[src/rtl/frame_update_scheduler_if.sv]
// Start/done handshake bundle between the frame scheduler and the four update units.
interface frame_update_scheduler_if;
  logic bird_start;
  logic pipe_start;
  logic coll_start;
  logic score_start;
  logic bird_done;
  logic pipe_done;
  logic coll_done;
  logic coll_hit;
  logic score_done;

  modport master (
    output bird_start, pipe_start, coll_start, score_start,
    input  bird_done, pipe_done, coll_done, coll_hit, score_done
  );

  modport slave (
    input  bird_start, pipe_start, coll_start, score_start,
    output bird_done, pipe_done, coll_done, coll_hit, score_done
  );
endinterface

[src/rtl/frame_update_scheduler.sv]
// Per-frame update sequencer: bird -> pipe -> collision -> score, each step gated on the previous done.
// Optional per-step watchdog is compiled in when FUS_TIMEOUT_EN is defined.
module frame_update_scheduler #(
  parameter int unsigned FRAME_CNT_W    = 16,
  parameter int unsigned TIMEOUT_CYCLES = 1024
) (
  input  logic                       clk,
  input  logic                       rst_n,
  input  logic [3:0]                 game_state,
  input  logic                       frame_tick,
  frame_update_scheduler_if.master   units,
  output logic                       busy,
  output logic                       update_done,
  output logic                       collision,
  output logic                       overrun,
  output logic                       timeout_err,
  output logic [FRAME_CNT_W-1:0]     frame_count
);

  localparam logic [3:0] GS_START_SCREEN = 4'b0001;
  localparam logic [3:0] GS_IN_GAME      = 4'b0010;

  if (TIMEOUT_CYCLES < 2) begin : g_bad_cfg
    $error("frame_update_scheduler: TIMEOUT_CYCLES must be >= 2");
  end

  typedef enum logic [2:0] {
    S_IDLE  = 3'd0,
    S_BIRD  = 3'd1,
    S_PIPE  = 3'd2,
    S_COLL  = 3'd3,
    S_SCORE = 3'd4,
    S_DONE  = 3'd5
  } state_t;

  state_t state_q, state_d;
  logic   entry_q;
  logic   in_game_c, start_screen_c, step_done_c, timed_out_c;

  logic                   bird_start_d, pipe_start_d, coll_start_d, score_start_d;
  logic                   busy_d, update_done_d, collision_d, overrun_d, timeout_err_d;
  logic [FRAME_CNT_W-1:0] frame_count_d;

  // Non-one-hot encodings compare unequal, so they count as not in game.
  assign in_game_c      = (game_state == GS_IN_GAME);
  assign start_screen_c = (game_state == GS_START_SCREEN);

  // A done coincident with its own start strobe (entry cycle) is ignored.
  always_comb begin
    step_done_c = 1'b0;
    if (!entry_q) begin
      case (state_q)
        S_BIRD:  step_done_c = units.bird_done;
        S_PIPE:  step_done_c = units.pipe_done;
        S_COLL:  step_done_c = units.coll_done;
        S_SCORE: step_done_c = units.score_done;
        default: step_done_c = 1'b0;
      endcase
    end
  end

`ifdef FUS_TIMEOUT_EN
  localparam int unsigned TO_W = (TIMEOUT_CYCLES > 2) ? $clog2(TIMEOUT_CYCLES) : 1;

  logic [TO_W-1:0] to_cnt_q;
  logic            in_step_c;

  assign in_step_c = (state_q == S_BIRD) || (state_q == S_PIPE) ||
                     (state_q == S_COLL) || (state_q == S_SCORE);

  // Counts cycles since the current step's strobe; zero in the entry cycle.
  always_ff @(posedge clk or negedge rst_n) begin
    if (!rst_n)                  to_cnt_q <= '0;
    else if (state_d != state_q) to_cnt_q <= '0;
    else if (in_step_c)          to_cnt_q <= to_cnt_q + TO_W'(1);
  end

  assign timed_out_c = in_step_c && !step_done_c &&
                       (to_cnt_q == TO_W'(TIMEOUT_CYCLES - 1));
`else
  assign timed_out_c = 1'b0;
`endif

  always_ff @(posedge clk or negedge rst_n) begin
    if (!rst_n) begin
      state_q <= S_IDLE;
      entry_q <= 1'b0;
    end else begin
      state_q <= state_d;
      entry_q <= (state_d != state_q);
    end
  end

  // Leaving IN_GAME lets the current step finish but starts nothing further.
  always_comb begin
    state_d = state_q;
    case (state_q)
      S_IDLE: if (frame_tick && in_game_c) state_d = S_BIRD;
      S_BIRD: begin
        if (step_done_c)      state_d = in_game_c ? S_PIPE : S_IDLE;
        else if (timed_out_c) state_d = S_IDLE;
      end
      S_PIPE: begin
        if (step_done_c)      state_d = in_game_c ? S_COLL : S_IDLE;
        else if (timed_out_c) state_d = S_IDLE;
      end
      S_COLL: begin
        if (step_done_c) begin
          if (!in_game_c)         state_d = S_IDLE;
          else if (units.coll_hit) state_d = S_DONE;
          else                    state_d = S_SCORE;
        end else if (timed_out_c) begin
          state_d = S_IDLE;
        end
      end
      S_SCORE: begin
        if (step_done_c)      state_d = in_game_c ? S_DONE : S_IDLE;
        else if (timed_out_c) state_d = S_IDLE;
      end
      S_DONE:  state_d = S_IDLE;
      default: state_d = S_IDLE;
    endcase
  end

  // Next values for the registered outputs, derived from the upcoming transition.
  always_comb begin
    bird_start_d  = (state_d == S_BIRD)  && (state_q != S_BIRD);
    pipe_start_d  = (state_d == S_PIPE)  && (state_q != S_PIPE);
    coll_start_d  = (state_d == S_COLL)  && (state_q != S_COLL);
    score_start_d = (state_d == S_SCORE) && (state_q != S_SCORE);
    busy_d        = (state_d != S_IDLE);
    update_done_d = (state_d == S_DONE);
    collision_d   = (state_q == S_COLL) && step_done_c && units.coll_hit;
    overrun_d     = overrun | (frame_tick && (state_q != S_IDLE));
    timeout_err_d = timeout_err | timed_out_c;
    frame_count_d = frame_count;
    if (state_d == S_DONE) frame_count_d = frame_count + FRAME_CNT_W'(1);
    if (start_screen_c) begin
      overrun_d     = 1'b0;
      timeout_err_d = 1'b0;
      frame_count_d = '0;
    end
  end

  always_ff @(posedge clk or negedge rst_n) begin
    if (!rst_n) begin
      units.bird_start  <= 1'b0;
      units.pipe_start  <= 1'b0;
      units.coll_start  <= 1'b0;
      units.score_start <= 1'b0;
      busy              <= 1'b0;
      update_done       <= 1'b0;
      collision         <= 1'b0;
      overrun           <= 1'b0;
      timeout_err       <= 1'b0;
      frame_count       <= '0;
    end else begin
      units.bird_start  <= bird_start_d;
      units.pipe_start  <= pipe_start_d;
      units.coll_start  <= coll_start_d;
      units.score_start <= score_start_d;
      busy              <= busy_d;
      update_done       <= update_done_d;
      collision         <= collision_d;
      overrun           <= overrun_d;
      timeout_err       <= timeout_err_d;
      frame_count       <= frame_count_d;
    end
  end

endmodule
[src/flat_wrapper.sv]
// flat-port wrapper written by rule: the top's interface ports become plain ports
module frame_update_scheduler_flat 
#(
  parameter int unsigned FRAME_CNT_W    = 16,
  parameter int unsigned TIMEOUT_CYCLES = 1024
)
  (clk, rst_n, game_state, frame_tick, busy, update_done, collision, overrun, timeout_err, frame_count, units_bird_start, units_pipe_start, units_coll_start, units_score_start, units_bird_done, units_pipe_done, units_coll_done, units_coll_hit, units_score_done);
  frame_update_scheduler_if units_i ();
  input  logic clk;
  input  logic rst_n;
  input  logic [3:0] game_state;
  input  logic frame_tick;
  output logic busy;
  output logic update_done;
  output logic collision;
  output logic overrun;
  output logic timeout_err;
  output logic [FRAME_CNT_W-1:0] frame_count;
  output wire logic [$bits(units_i.bird_start)-1:0] units_bird_start;
  output wire logic [$bits(units_i.pipe_start)-1:0] units_pipe_start;
  output wire logic [$bits(units_i.coll_start)-1:0] units_coll_start;
  output wire logic [$bits(units_i.score_start)-1:0] units_score_start;
  input wire logic [$bits(units_i.bird_done)-1:0] units_bird_done;
  input wire logic [$bits(units_i.pipe_done)-1:0] units_pipe_done;
  input wire logic [$bits(units_i.coll_done)-1:0] units_coll_done;
  input wire logic [$bits(units_i.coll_hit)-1:0] units_coll_hit;
  input wire logic [$bits(units_i.score_done)-1:0] units_score_done;
  assign units_bird_start = units_i.bird_start;
  assign units_pipe_start = units_i.pipe_start;
  assign units_coll_start = units_i.coll_start;
  assign units_score_start = units_i.score_start;
  assign units_i.bird_done = units_bird_done;
  assign units_i.pipe_done = units_pipe_done;
  assign units_i.coll_done = units_coll_done;
  assign units_i.coll_hit = units_coll_hit;
  assign units_i.score_done = units_score_done;
  frame_update_scheduler #(.FRAME_CNT_W(FRAME_CNT_W), .TIMEOUT_CYCLES(TIMEOUT_CYCLES)) u_core (.clk(clk), .rst_n(rst_n), .game_state(game_state), .frame_tick(frame_tick), .units(units_i), .busy(busy), .update_done(update_done), .collision(collision), .overrun(overrun), .timeout_err(timeout_err), .frame_count(frame_count));
endmodule
[config.mk]
export PLATFORM = sky130hd
export DESIGN_NAME = frame_update_scheduler_flat
export DESIGN_NICKNAME = d
export VERILOG_FILES = /design/src/rtl/frame_update_scheduler_if.sv /design/src/rtl/frame_update_scheduler.sv /design/src/flat_wrapper.sv
export SDC_FILE = /design/constraint.sdc
export NUM_CORES = 1
export LEC_CHECK = 0
export BUFFER_PORTS_ARGS = -buffer_cell sky130_fd_sc_hd__buf_2
export CORE_ASPECT_RATIO = 1.1
export CORE_MARGIN = 1.5
export CORE_UTILIZATION = 54
export CTS_CLUSTER_DIAMETER = 200
export CTS_CLUSTER_SIZE = 24
export DETAILED_ROUTE_END_ITERATION = 12
export PLACE_DENSITY = 0.86
export SLEW_MARGIN = 20
export SYNTH_ARGS = -nofsm -noshare
export SYNTH_HDL_FRONTEND = slang
export SYNTH_SLANG_ARGS = --single-unit
[constraint.sdc]
create_clock -name clk -period 2.35 [get_ports clk]
set_input_delay 0.235 -clock clk [delete_from_list [all_inputs] [get_ports clk]]
set_output_delay 0.235 -clock clk [all_outputs]
set_load 0.01 [all_outputs]
Yosys cells after proc, flatten, opt, wreduce, memory -nomap -nowiden. Index checks and enable logic that the tools add are counted.

Reductions and logical operators: 12. Multiplexer cells: 16. Add/subtract/negate cells: 1. Eq/ne operators: 16. Bitwise logic cells: 1.

Operator list (count): $mux W16 (2); $mux W3 (7); $add A16 B1 Y16 const B (1); $pmux W3 S5 (1); $eq A3 B2 Y1 const B (4); $eq A3 B3 Y1 const B (3); $logic_and A1 B1 Y1 (8); $eq A3 B1 Y1 const B (2); $ne A3 B2 Y1 const B (2); $reduce_bool A3 Y1 (2); $eq A4 B1 Y1 const B (1); $eq A4 B2 Y1 const B (1); $mux W2 (2); $pmux W1 S4 (1); $logic_not A3 Y1 (1); $mux W1 (3); $ne A3 B1 Y1 const B (1); $ne A3 B3 Y1 (1); $ne A3 B3 Y1 const B (1); $reduce_bool A2 Y1 (1); $or A1 B1 Y1 (1).

Word-level logic and storage cells: 57. Flip-flop bits (word level): 28.

Logic depth before layout (Yosys ltp).
Depth after elaboration: 8. Gate-level depth with buffers: 7. Gate-level depth less buffers: 5.

Least setup slack after synthesis. OpenSTA, ideal clock, no wires.

Path kind: reg2reg. Start point: register u_core.state_q[1]. End point: register u_core.frame_count[10]. Buffers on the path: 1. Data arrival time: 1880 ps. Period minus slack after synthesis: 1959 ps. Setup slack: 391 ps. Stages on the path, launching flop included: 7. Required time: 2271 ps. Cell sequence: dfrtp_1 nand3b_1 a211o_1 o311a_4 buf_6 a211oi_2 mux2i_1.

Word-level cells in the longest chain between the ends: 7. Elaborated cells on any way between the ends: 15. Classes of those cells: eq/ne (5); mux (8); reduce/logical (2).

RTL lines: from (decl) (line frame_update_scheduler.sv:36) `state_t state_q, state_d;`; from (signal assigned) (line frame_update_scheduler.sv:89) `state_q <= state_d;`; $eq A3 B3 Y1 (tied with other cells) (line frame_update_scheduler.sv:52, frame_update_scheduler.sv:97); $pmux W1 S4 (line frame_update_scheduler.sv:52) `case (state_q)`; $mux W1 (line frame_update_scheduler.sv:51) `if (!entry_q) begin`; $mux W3 (on tied branches); $pmux W3 S5 (*) (line frame_update_scheduler.sv:97) `case (state_q)`; $eq A3 B3 Y1 (*) (line frame_update_scheduler.sv:137) `if (state_d == S_DONE) frame_count_d = frame_count + FRAME_CNT_W'(1);`; $reduce_bool A2 Y1 (no source line) (*); to (signal assigned) (line frame_update_scheduler.sv:167) `frame_count <= frame_count_d;`; to (decl) (line frame_update_scheduler.sv:17) `output logic [FRAME_CNT_W-1:0] frame_count`.

Mark *: on every way between the ends. The rest lies on a longest branch, timed or not. A chain may end at the register's enable or synchronous reset.

Worst setup path after layout.
Start point: register u_core.state_q[0]. End point: register u_core.frame_count[13].

The elaborated chain is that of the path after synthesis.

==> summary.txt <==
Route
  – Highest Signal Layer: met4
  – Count of TritonRoute iterations in the first routing pass: 6
  – Vias after detailed routing: 1432
  – Final routed wirelength across all metal layers: 3.49 mm
  – Average wire per cell in the routed design: 14.4 um
  – Routed metal-1 wire length: 1.55 mm
  – Routed wl met2: 1.78 mm
  – Detailed-route vias per instance: 5.92
  – DRC violation count after routing: 0
  – Routed length on met3: 145 um
  – Count of routing violations after the opening detailed-route iteration: 90
  – Antenna-violating nets left: 0

Yosys
  – Synth top area cells: sky130_fd_sc_hd__dfrtp_1 39%, sky130_fd_sc_hd__mux2i_1 9.9%, sky130_fd_sc_hd__a211oi_2 6.2%
  – Seq/Total Area, Yosys: 38.6%
  – Portion of synthesized cell area occupied by the leading cell type: 38.6%
  – Cell taking the most area after synthesis: sky130_fd_sc_hd__dfrtp_1
  – Post-Syn Nets: 190
  – Library cells used by synthesis: 46
  – Avg Cell Area, Syn: 10.2 um2
  – Fraction of registers with async set or reset after synthesis: 100%
  – Ys flop type: sky130_fd_sc_hd__dfrtp_1
  – Flops & latches, synth: 28
  – Synth Cell Area: 0.00181 mm2
  – Count of warnings emitted by yosys: 0
  – Gate count after technology mapping: 177
  – EDFF count, synth: 0

Critical path
  – Crit Path Max Fanout: 16
  – Endpoint class of the critical path: flop
  – Critical path buffers and inverters: 1
  – Highest cell delay on the worst timing path: 0.62 ns
  – Logic depth of the worst setup path including buffers: 5
  – Critical path launch point type: flop
  – Classification of the worst setup path: flop to flop
  – Worst path arrival time: 2.48 ns
  – Data required, critical path: 2.62 ns
  – Kind of cell with the highest combined delay on the critical path: compound AO/OA/AOI/OAI gates
  – Worst reg-to-reg path cell count: 5
  – Cell Chain, Critical Path: inv_1 -> o2111ai_1 -> a221o_2 -> a2111oi_4 -> mux2i_1
  – Cell type of the slowest stage on the worst timing path: sky130_fd_sc_hd__a221o_2

Pwr
  – Power density relative to cell area: 395 mW/mm2
  – LEAKAGE: 0.950 nW
  – IR Drop Worst-Case VDD: 198 uV
  – Power consumption: 0.803 mW

Clock tree
  – Number of setup buffers added after CTS: 0
  – Number of buffers between clock root and the deepest sink: 2
  – Total clock sinks: 28
  – Clock latency of the later-clocked register in the worst-skew pair: 0.32 ns
  – Cell at the root of the clock tree: sky130_fd_sc_hd__clkbuf_4
  – Clock-pin slew on the worst setup and hold paths: 0.15 ns
  – TritonCTS clock tree: built
  – TritonCTS Buffers: 3
  – H-tree depth reported by CTS: 1

Timing
  – Min cycle time layout: 2.21 ns
  – Total count of max-transition violations in the final report: 0
  – Transition at the pin with the smallest max-transition slack: 0.625 ns
  – Layout Skew: 0.00955 ns
  – RSZ-0062 raised after global routing: no
  – Final setup fails: 0
  – Max_slew headroom: 58.2%
  – Aggregate negative setup slack: 0 ns
  – Final hold viol count: 0
  – Maximum operating frequency: 0.453 GHz
  – Crit share post-route: 94.0%

Layout
  – Final-stage net count: 222
  – Most frequent cells in the layout: 35 x sky130_fd_sc_hd__buf_2, 29 x sky130_fd_sc_hd__nand2_1, 27 x sky130_fd_sc_hd__dfrtp_1
  – Area added between synthesis and finish: 12.0%
  – Most common cell after layout, fill and taps aside: sky130_fd_sc_hd__buf_2
  – Antenna Cells: 0
  – Share of final-layout standard cells stronger than drive strength 1: 30.8%

Placement
  – Final GP Congestion: 0.828
  – Total half-perimeter wirelength after legalization and detailed placement: 2.45 mm
  – IO buf count: 35

Floorplanning
  – FP Rows: 21
  – Area of the die: 0.00372 mm2
  – Core region area: 0.00313 mm2
  – Top-level I/O count: 37
  – Die height: 63.8 um
  – Die width: 58.3 um
  – Starting utilization of the core area: 58.0%

Global route
  – Final global-route overflow total: 0
  – Number of antenna violations at the first check in global routing: 0
  – Largest net degree at the start of global routing: 31
  – GRT Resource Usage Total: 20.3%
  – Number of global-route vias before repair: 1345
  – Wire length of the first global-routing pass: 5.98 mm

Min path
  – Type of the worst min-delay path: primary input to flop
  – Instance count along the most critical hold path: 3

Run
  – Number of max-capacitance violations reported: 0

Status
  – Run status: finished, final reports clean
-- worst min-delay path: stages --
cell and delay [ns]:
sky130_fd_sc_hd__buf_2 0.11, sky130_fd_sc_hd__nand3_1 0.11, sky130_fd_sc_hd__inv_1 0.06
-- kinds of logic after synthesis --
group                    share of synthesized area (%)
AO/OA/AOI/OAI                                     19.7
XOR/XNOR                                         0.483
adder cells (fa/ha/maj)                           1.24
buffers and inverters                             6.34
flip-flops                                        38.6
multiplexers                                      9.93
other                                            0.207
AND/OR/NAND/NOR                                   23.4
-- worst paths after layout --
check	from	end	slack, ns
worst max-delay path	u_core.state_q[0]	u_core.frame_count[13]	0.14
worst min-delay path	frame_tick	u_core.units.bird_start	0.20
worst max register to register	u_core.state_q[0]	u_core.frame_count[13]	0.14
worst min register to register	u_core.overrun	u_core.overrun	0.50
max in group asynchronous	rst_n	u_core.state_q[2]	1.47
min in group asynchronous	rst_n	u_core.frame_count[8]	0.44
-- metal layers --
metal	vias up	track usage, %
met2	45	34.4
met5	-	0
met1	689	26.9
met4	0	4.94
met3	2	3.04
li1	696	-
-- synthesized netlist by cell type, types with 3 or more instances --
cell and number:
sky130_fd_sc_hd__mux2i_1 18, sky130_fd_sc_hd__buf_6 3, sky130_fd_sc_hd__nand2b_1 13, sky130_fd_sc_hd__dfrtp_1 28, sky130_fd_sc_hd__nor2b_1 3, sky130_fd_sc_hd__nand4_1 5
sky130_fd_sc_hd__a211oi_2 9, sky130_fd_sc_hd__nor4_1 3, sky130_fd_sc_hd__a2111oi_4 3, sky130_fd_sc_hd__nand2_1 29, sky130_fd_sc_hd__nand3_1 7, sky130_fd_sc_hd__inv_1 10
sky130_fd_sc_hd__clkbuf_1 5
-- flip-flops by register name (all words and copies together), names as in the netlist --
register                  cells
u_core.units.bird_start       1
u_core.entry_q                1
u_core.overrun                1
u_core.frame_count           16
u_core.update_done            1
u_core.state_q                3
u_core.units.pipe_start       1
u_core.units.score_start      1
u_core.collision              1
u_core.units.coll_start       1
u_core.busy                   1
-- layout make-up --
cell class	instances	area, um2
well taps	34	42.5
inverters	10	37.5
clock buffers	4	36.3
multi-input cells	127	1010
fillers	253	1090
repair buffers	39	208
flip-flops and latches	28	702
-- per-stage QoR --
stage               hold slack, ns  utilization (%)  setup slack, ns  instance area, um2  instances
floorplan                  -0.0606                -            0.391                1810        177
global placement             0.291             63.2            0.160                1980        237
detailed placement           0.295             63.2           0.0988                1980        237
CTS                          0.183             64.7           0.0787                2020        242
global route                 0.184             65.0           0.0554                2030        242
finish                       0.204             65.0            0.141                2030        242
-- repair_timing --
item / in CTS / in global routing
hold endpoints to repair: 28 / 0
endpoints found under the setup margin: 0 / 6
resized for setup: 0 / 2
hold buffers: 1 / 0
-- power breakdown --
| group | leakage [nW] | switching, mW | internal [mW] |
|---|---|---|---|
| Sequential | 0.387 | 0.00667 | 0.490 |
| Combinational | 0.542 | 0.0437 | 0.0282 |
| Clock | 0.0210 | 0.139 | 0.0947 |
(Power assumes the default switching activity.)
